===== src/rtl/fb_pkg.sv =====
// Shared types and screen geometry for the framebuffer write scheduler.
//   SCREEN_W / SCREEN_H : visible raster size (legal x 0..SCREEN_W-1, y 0..SCREEN_H-1)
//   CW                  : coordinate width, matches the VGA_framebuffer x/y ports
//   coord_t, pixel_t    : one coordinate / one pixel write (x, y, colour)
//   sched_state_t       : scheduler state (sweep clearing vs. serving requesters)
package fb_pkg;

    localparam int unsigned SCREEN_W = 640;
    localparam int unsigned SCREEN_H = 480;
    localparam int unsigned CW       = 11;

    typedef logic [CW-1:0] coord_t;

    typedef struct packed {
        coord_t x;
        coord_t y;
        logic   color;
    } pixel_t;

    typedef enum logic {S_CLEAR, S_SERVE} sched_state_t;

endpackage


===== src/rtl/fb_write_scheduler_if.sv =====
// Requester-side pixel bus of the framebuffer write scheduler.
//   req[1:0]   requester i has a pixel pending (held until granted)
//   x[1:0]     requester pixel x
//   y[1:0]     requester pixel y
//   color[1:0] requester pixel colour (1 = white)
//   gnt[1:0]   one-hot, combinational; pixel i is consumed this cycle
// Modports: master = the animators (drive requests), slave = the scheduler.
interface fb_write_scheduler_if;
    import fb_pkg::*;

    logic   [1:0] req;
    coord_t [1:0] x;
    coord_t [1:0] y;
    logic   [1:0] color;
    logic   [1:0] gnt;

    modport master (output req, output x, output y, output color, input gnt);
    modport slave  (input req, input x, input y, input color, output gnt);

endinterface


===== src/rtl/fb_clear_sweeper.sv =====
// Raster x/y counter for the screen-clear sweep (x fastest, then y).
//   clk     : system clock
//   restart : present (0,0) this cycle and reload the sweep from there
//   advance : the presented coordinate is consumed; step to the next one
//   x, y    : coordinate to write this cycle
//   last    : x, y is the final pixel (SCREEN_W-1, SCREEN_H-1)
// The counter has no reset of its own; holding restart high does the job.
module fb_clear_sweeper import fb_pkg::*; #(
    parameter int unsigned ScreenW = fb_pkg::SCREEN_W,
    parameter int unsigned ScreenH = fb_pkg::SCREEN_H
) (
    input  logic   clk,
    input  logic   restart,
    input  logic   advance,
    output coord_t x,
    output coord_t y,
    output logic   last
);

    localparam coord_t MaxX = coord_t'(ScreenW - 1);
    localparam coord_t MaxY = coord_t'(ScreenH - 1);

    coord_t x_q, x_d;
    coord_t y_q, y_d;

    // A restart takes effect combinationally so the restarted sweep's first
    // pixel can be issued in the same cycle the restart is seen.
    assign x    = restart ? '0 : x_q;
    assign y    = restart ? '0 : y_q;
    assign last = (x == MaxX) && (y == MaxY);

    always_comb begin
        x_d = x_q;
        y_d = y_q;
        if (advance) begin
            if (x == MaxX) begin
                x_d = '0;
                y_d = (y == MaxY) ? '0 : y + 1'b1;
            end else begin
                x_d = x + 1'b1;
                y_d = y;
            end
        end else if (restart) begin
            x_d = '0;
            y_d = '0;
        end
    end

    always_ff @(posedge clk) begin
        x_q <= x_d;
        y_q <= y_d;
    end

endmodule


===== src/rtl/fb_write_scheduler.sv =====
// Owner of the VGA framebuffer's single write port. Runs a full-screen clear
// sweep after reset and on clear_req, otherwise arbitrates two pixel
// requesters one pixel per cycle and bounds-checks every write address.
//   CLOCK_50   : system clock
//   reset      : synchronous, active-high
//   clear_req  : level; start/restart a full-screen clear
//   req_bus    : requester bus (req/x/y/color in, gnt out), slave side
//   fb_x/fb_y  : framebuffer write address (registered)
//   fb_color   : framebuffer write colour (registered)
//   fb_write   : framebuffer write enable (registered)
//   clear_busy : sweep pixel on fb_* this cycle
//   oob_err    : sticky; an out-of-range request was dropped
// Build option: define FB_SCHED_ROUND_ROBIN_EN for round-robin tie-breaking;
// otherwise requester 0 has fixed priority.
module fb_write_scheduler import fb_pkg::*; #(
    parameter int unsigned ScreenW = fb_pkg::SCREEN_W,
    parameter int unsigned ScreenH = fb_pkg::SCREEN_H
) (
    input  logic                       CLOCK_50,
    input  logic                       reset,
    input  logic                       clear_req,
    fb_write_scheduler_if.slave        req_bus,
    output coord_t                     fb_x,
    output coord_t                     fb_y,
    output logic                       fb_color,
    output logic                       fb_write,
    output logic                       clear_busy,
    output logic                       oob_err
);

    localparam coord_t MaxX = coord_t'(ScreenW - 1);
    localparam coord_t MaxY = coord_t'(ScreenH - 1);

    sched_state_t state_q, state_d;
    pixel_t       fb_q, fb_d;
    logic         fb_write_q, fb_write_d;
    logic         busy_q, busy_d;
    logic         oob_q, oob_d;

    coord_t       sweep_x, sweep_y;
    logic         sweep_last, sweep_adv, sweep_restart;

    logic         any_req;
    logic         winner;
    logic [1:0]   gnt;
    pixel_t       sel;
    logic         sel_ok;

    // ---------------------------------------------------------------- sweep
    assign sweep_restart = reset | clear_req;
    // Gated by reset so the counter sits at (0,0) when reset releases.
    assign sweep_adv     = (state_q == S_CLEAR) && !reset;

    fb_clear_sweeper #(
        .ScreenW (ScreenW),
        .ScreenH (ScreenH)
    ) u_sweeper (
        .clk     (CLOCK_50),
        .restart (sweep_restart),
        .advance (sweep_adv),
        .x       (sweep_x),
        .y       (sweep_y),
        .last    (sweep_last)
    );

    // ---------------------------------------------------------- arbitration
    assign any_req = |req_bus.req;

`ifdef FB_SCHED_ROUND_ROBIN_EN
    logic last_q, last_d;

    // On a tie the requester not granted most recently wins.
    assign winner = (&req_bus.req) ? ~last_q : ~req_bus.req[0];
    assign last_d = (|gnt) ? winner : last_q;

    always_ff @(posedge CLOCK_50) begin
        if (reset) begin
            last_q <= 1'b1;
        end else begin
            last_q <= last_d;
        end
    end
`else
    assign winner = ~req_bus.req[0];
`endif

    assign sel = '{x: req_bus.x[winner], y: req_bus.y[winner], color: req_bus.color[winner]};
    assign sel_ok = (sel.x <= MaxX) && (sel.y <= MaxY);

    // ----------------------------------------------------------- next state
    always_comb begin
        state_d    = state_q;
        fb_d       = fb_q;
        fb_write_d = 1'b0;
        busy_d     = 1'b0;
        oob_d      = oob_q;
        gnt        = 2'b00;

        unique case (state_q)
            S_CLEAR: begin
                fb_d       = '{x: sweep_x, y: sweep_y, color: 1'b0};
                fb_write_d = 1'b1;
                busy_d     = 1'b1;
                if (sweep_last && !clear_req) begin
                    state_d = S_SERVE;
                end
            end
            S_SERVE: begin
                // clear_req beats any pending request; nothing is granted.
                if (clear_req) begin
                    state_d = S_CLEAR;
                end else if (any_req && !reset) begin
                    gnt[winner] = 1'b1;
                    if (sel_ok) begin
                        fb_d       = sel;
                        fb_write_d = 1'b1;
                    end else begin
                        oob_d = 1'b1;
                    end
                end
            end
            default: state_d = S_CLEAR;
        endcase
    end

    always_ff @(posedge CLOCK_50) begin
        if (reset) begin
            state_q    <= S_CLEAR;
            fb_q       <= '0;
            fb_write_q <= 1'b0;
            busy_q     <= 1'b0;
            oob_q      <= 1'b0;
        end else begin
            state_q    <= state_d;
            fb_q       <= fb_d;
            fb_write_q <= fb_write_d;
            busy_q     <= busy_d;
            oob_q      <= oob_d;
        end
    end

    assign req_bus.gnt = gnt;
    assign fb_x        = fb_q.x;
    assign fb_y        = fb_q.y;
    assign fb_color    = fb_q.color;
    assign fb_write    = fb_write_q;
    assign clear_busy  = busy_q;
    assign oob_err     = oob_q;

endmodule


===== src/flat_wrapper.sv =====
// flat-port wrapper written by rule: the top's interface ports become plain ports
module fb_write_scheduler_flat import fb_pkg::*;
#(
    parameter int unsigned ScreenW = fb_pkg::SCREEN_W,
    parameter int unsigned ScreenH = fb_pkg::SCREEN_H
)
  (CLOCK_50, reset, clear_req, fb_x, fb_y, fb_color, fb_write, clear_busy, oob_err, req_bus_req, req_bus_x, req_bus_y, req_bus_color, req_bus_gnt);
  fb_write_scheduler_if req_bus_i ();
  input  logic CLOCK_50;
  input  logic reset;
  input  logic clear_req;
  output coord_t fb_x;
  output coord_t fb_y;
  output logic fb_color;
  output logic fb_write;
  output logic clear_busy;
  output logic oob_err;
  input wire logic [$bits(req_bus_i.req)-1:0] req_bus_req;
  input wire logic [$bits(req_bus_i.x)-1:0] req_bus_x;
  input wire logic [$bits(req_bus_i.y)-1:0] req_bus_y;
  input wire logic [$bits(req_bus_i.color)-1:0] req_bus_color;
  output wire logic [$bits(req_bus_i.gnt)-1:0] req_bus_gnt;
  assign req_bus_i.req = req_bus_req;
  assign req_bus_i.x = req_bus_x;
  assign req_bus_i.y = req_bus_y;
  assign req_bus_i.color = req_bus_color;
  assign req_bus_gnt = req_bus_i.gnt;
  fb_write_scheduler #(.ScreenW(ScreenW), .ScreenH(ScreenH)) u_core (.CLOCK_50(CLOCK_50), .reset(reset), .clear_req(clear_req), .req_bus(req_bus_i), .fb_x(fb_x), .fb_y(fb_y), .fb_color(fb_color), .fb_write(fb_write), .clear_busy(clear_busy), .oob_err(oob_err));
endmodule

===== config.mk =====
export PLATFORM = sky130hd
export DESIGN_NAME = fb_write_scheduler_flat
export DESIGN_NICKNAME = d
export VERILOG_FILES = /design/src/rtl/fb_pkg.sv /design/src/rtl/fb_write_scheduler_if.sv /design/src/rtl/fb_clear_sweeper.sv /design/src/rtl/fb_write_scheduler.sv /design/src/flat_wrapper.sv
export SDC_FILE = /design/constraint.sdc
export NUM_CORES = 1
export LEC_CHECK = 0
export CAP_MARGIN = 10
export CELL_PAD_IN_SITES_DETAIL_PLACEMENT = 1
export CELL_PAD_IN_SITES_GLOBAL_PLACEMENT = 1
export CORE_MARGIN = 10
export CORE_UTILIZATION = 37
export DETAILED_ROUTE_END_ITERATION = 8
export GPL_ROUTABILITY_DRIVEN = 0
export PLACE_DENSITY_LB_ADDON = 0.1
export SYNTH_ARGS = -nofsm -noshare
export SYNTH_HDL_FRONTEND = slang
export SYNTH_SLANG_ARGS = --single-unit

===== constraint.sdc =====
create_clock -name CLOCK_50 -period 5.3 [get_ports CLOCK_50]
set_input_delay 0.53 -clock CLOCK_50 [delete_from_list [all_inputs] [get_ports CLOCK_50]]
set_output_delay 0.53 -clock CLOCK_50 [all_outputs]
set_load 0.02 [all_outputs]

==> results by group <==
Global routing
  • GRT Util Overall: between 10% and 20%
  • Initial antenna violation count: 0
  • Number of global-route vias before repair: approximately 2900
  • First-pass GRT wire length: about 15000 um
  • Largest net degree at the start of global routing: 26
  • GR Overflow Total: 0

Worst hold path
  • Hold Path Stages: 1
  • Hold Path Origin: u_core.fb_y[10]
  • Endpoint of the worst hold path: u_core.fb_y[10]
  • Hold crit path type: register to register

Critical path
  • Kind of cell adding the most delay to the critical path: simple AND/OR/NAND/NOR gates
  • FF-to-FF path depth: 8
  • Buf+Inv Stages, Crit Path: 3
  • Worst path most repeated cell: nand2_1
  • CP Data Required Time: about 5.5 ns
  • Crit Path Category: input port to register
  • Reg2reg end: u_core.u_sweeper.y_q[8]
  • Crit start category: input port
  • R2R Setup Slk: approximately 2.9 ns
  • Reg-to-reg startpoint: u_core.u_sweeper.y_q[0]
  • Worst Setup End Kind: register
  • CP max stage cell: nor4_1
  • Critical path peak fanout: 21
  • Crit-path cells: clkdlybuf4s50_1, buf_4, nor2_1, nand2_1, inv_1, ha_1, nand4_1, nor4_1, nand2_1, a31oi_1, o22ai_1
  • Arr. time, crit path: 3.83 ns
  • Slowest stage delay, CP: between 0.6 and 0.7 ns

Routing
  • Routed WL: 9440 um
  • Drt drc: 0
  • Avg WL per Cell: approximately 19 um
  • DRT iter0 DRCs: 98
  • Detailed Routing Iterations Pass 1: 4
  • Post-route ant nets: 0
  • Routed vias/inst: roughly 5.7
  • Via count: 2820

Timing
  • Setup TNS: 0 ns
  • Fmax: roughly 0.27 GHz
  • Final worst path period share: between 60% and 70%
  • Final hold slack: 0.487 ns
  • Tmin final: 3.65 ns
  • RSZ-0062 raised after global routing: false
  • Clk_skew: ~0.0045 ns
  • Slew margin rel.: between 30 and 40%
  • Hold Fails Final Rpt: 0
  • Actual transition at the worst max-transition pin: ~1 ns
  • # setup viols final: 0
  • Slew Viols, Final: 0

CTS
  • Setup Buffers After CTS: 0
  • Root buffer cell: clkbuf_8
  • Clock Sinks: 49
  • H-Tree Depth: 2
  • Number of CTS-inserted buffers: 5
  • Clk buf depth: 2
  • CTS tree: done
  • CTS Hold Buffers Added: 0
  • CTS resizes: 0
  • CTS clk-pin slew, worst paths: 0.09 ns
  • Worst-Skew Late Latency: roughly 0.30 ns

Synth
  • Mapped Nets: 381
  • Yosys Warn Count: 0
  • EDFF count, synth: 0
  • Synth Flop Type: dfxtp_1
  • Top cells by area, synth: dfxtp_1, nor2_1, nand2_1
  • Syn avg cell area: between 8 and 9 um2
  • Area of the mapped netlist: roughly 2700 um2
  • Synth Instances: roughly 330
  • FFs w/ async S/R, synth: 0%
  • Netlist cell types: 53
  • Register bit count reported by yosys: 49
  • Sequential area share after synthesis: approximately 37%
  • Share of the synthesized area in the top cell type: between 30% and 40%
  • Area leader, netlist: dfxtp_1

Layout
  • Synthesis-to-finish area growth: 35.7%
  • NumNets Final: around 450
  • Design Area, Final: 3630 um2
  • Share of layout cells above drive strength 1: under 10%
  • Final Util: a little over half
  • Most frequent cells in the layout: clkdlybuf4s50_1, dfxtp_1, nor2_1, nand2_1, a21oi_1
  • Antenna diodes: 0
  • Non-filler cells, final: around 500
  • Commonest non-fill, non-tap cell in the layout: clkdlybuf4s50_1

Place
  • DP Cell Count: approximately 490
  • # port buffers: 78
  • Cell Area, Placed: approximately 3500 um2
  • HPWL Detailed: approximately 7300 um

Die
  • Row count: 30
  • Initial Utilization: about 39%
  • Core ar.: roughly 6900 um2
  • Die Y: about 110 um
  • Die area: between 10000 and 15000 um2
  • Die span in x: approximately 110 um
  • Ports: 79

Outcome
  • Outcome: finished clean

Power and ir drop
  • Max VDD drop: around 0.15 mV
  • Pwr dens: ~190 nW/um2
  • Leakage: ~1.2 nW

Job
  • Max Cap Viol: 0
## through the flow
step | setup slack, ns | power [mW]
6_report | 1.65 | 0.707
5_1_grt | 1.40 | 0.737
4_1_cts | 1.79 | 0.712
3_5_place_dp | 1.48 | 0.472
3_3_place_gp | 1.70 | 0.470
2_1_floorplan | 2.53 | 0.419
## cell families (layout without fill, tap and decap cells)
logic type | after synthesis | in the layout | synth area share (%)
AND/OR/NAND/NOR | 162 | 162 | 32.8
AO/OA/AOI/OAI | 69 | 69 | 17.7
flip-flops | 49 | 49 | 36.6
buffers and inverters | 26 | 97 | 4.48
multiplexers | 12 | 12 | 4.76
XOR/XNOR | 8 | 8 | 2.62
adder cells (fa/ha/maj) | 2 | 2 | 0.934
## worst max-delay path by stage
stage                      from                 endpoint  slack [ns]  cells past startpoint
after floorplan           reset  u_core.u_sweeper.y_q[9]        2.53                     10
after global placement    reset  u_core.u_sweeper.y_q[9]        1.70                     11
after detailed placement  reset  u_core.u_sweeper.y_q[8]        1.48                     11
after CTS                 reset  u_core.u_sweeper.y_q[8]        1.79                     11
after global routing      reset  u_core.u_sweeper.y_q[8]        1.40                     11
final                     reset  u_core.u_sweeper.y_q[8]        1.65                     11
## worst reg2reg max path: stages (launching register included)
cell     delay [ns]
dfxtp_1        0.34
nand2_1        0.08
inv_1          0.14
ha_1           0.22
nand4_1        0.21
nor4_1         0.68
nand2_1        0.26
a31oi_1        0.23
o22ai_1        0.11
## state kept, by name (all words and copies together), names as in the netlist, 11 cells and up
| name | count |
|---|---|
| u_core.u_sweeper.x_q | 11 |
| u_core.fb_y | 11 |
| u_core.fb_x | 11 |
| u_core.u_sweeper.y_q | 11 |
## routing by layer
layer	wire, um	up-vias	share of wire [%]	track usage, %
met4	109	0	1.2	3.33
met5	0	-	0	0
met3	569	15	6.0	3.69
met2	4610	109	49	28.5
li1	-	1336	-	-
met1	4160	1360	44	20.1
## area by class of cell
cell class | count | area, um2
inverter | 7 | 26.3
clock buffer | 7 | 96.3
sequential | 49 | 981
clock inverter | 1 | 5.00
multi-input combinational | 253 | 1600
tap | 96 | 120
timing repair buffer | 82 | 811
fill | 861 | 3270
## Yosys cell counts (6+ instances only)
master	n
dfxtp_1	49
nor2_1	40
nand2_1	36
a21oi_1	15
nor2b_1	14
clkbuf_1	13
nand3_1	12
nor3_1	12
o31ai_1	9
nand3b_1	8
inv_1	7
o21ai_1	7
xnor2_1	7
a31oi_1	6
mux2_2	6
mux2i_1	6
nand4_1	6
o21ai_0	6
## power by group
part	switching (mW)	leakage, nW	internal, mW	total [mW]
registers	0.00111	0.396	0.370	0.371
clock network	0.126	0.0542	0.118	0.244
logic	0.0418	0.784	0.0504	0.0923
Power figures use the tool's default switching activity.
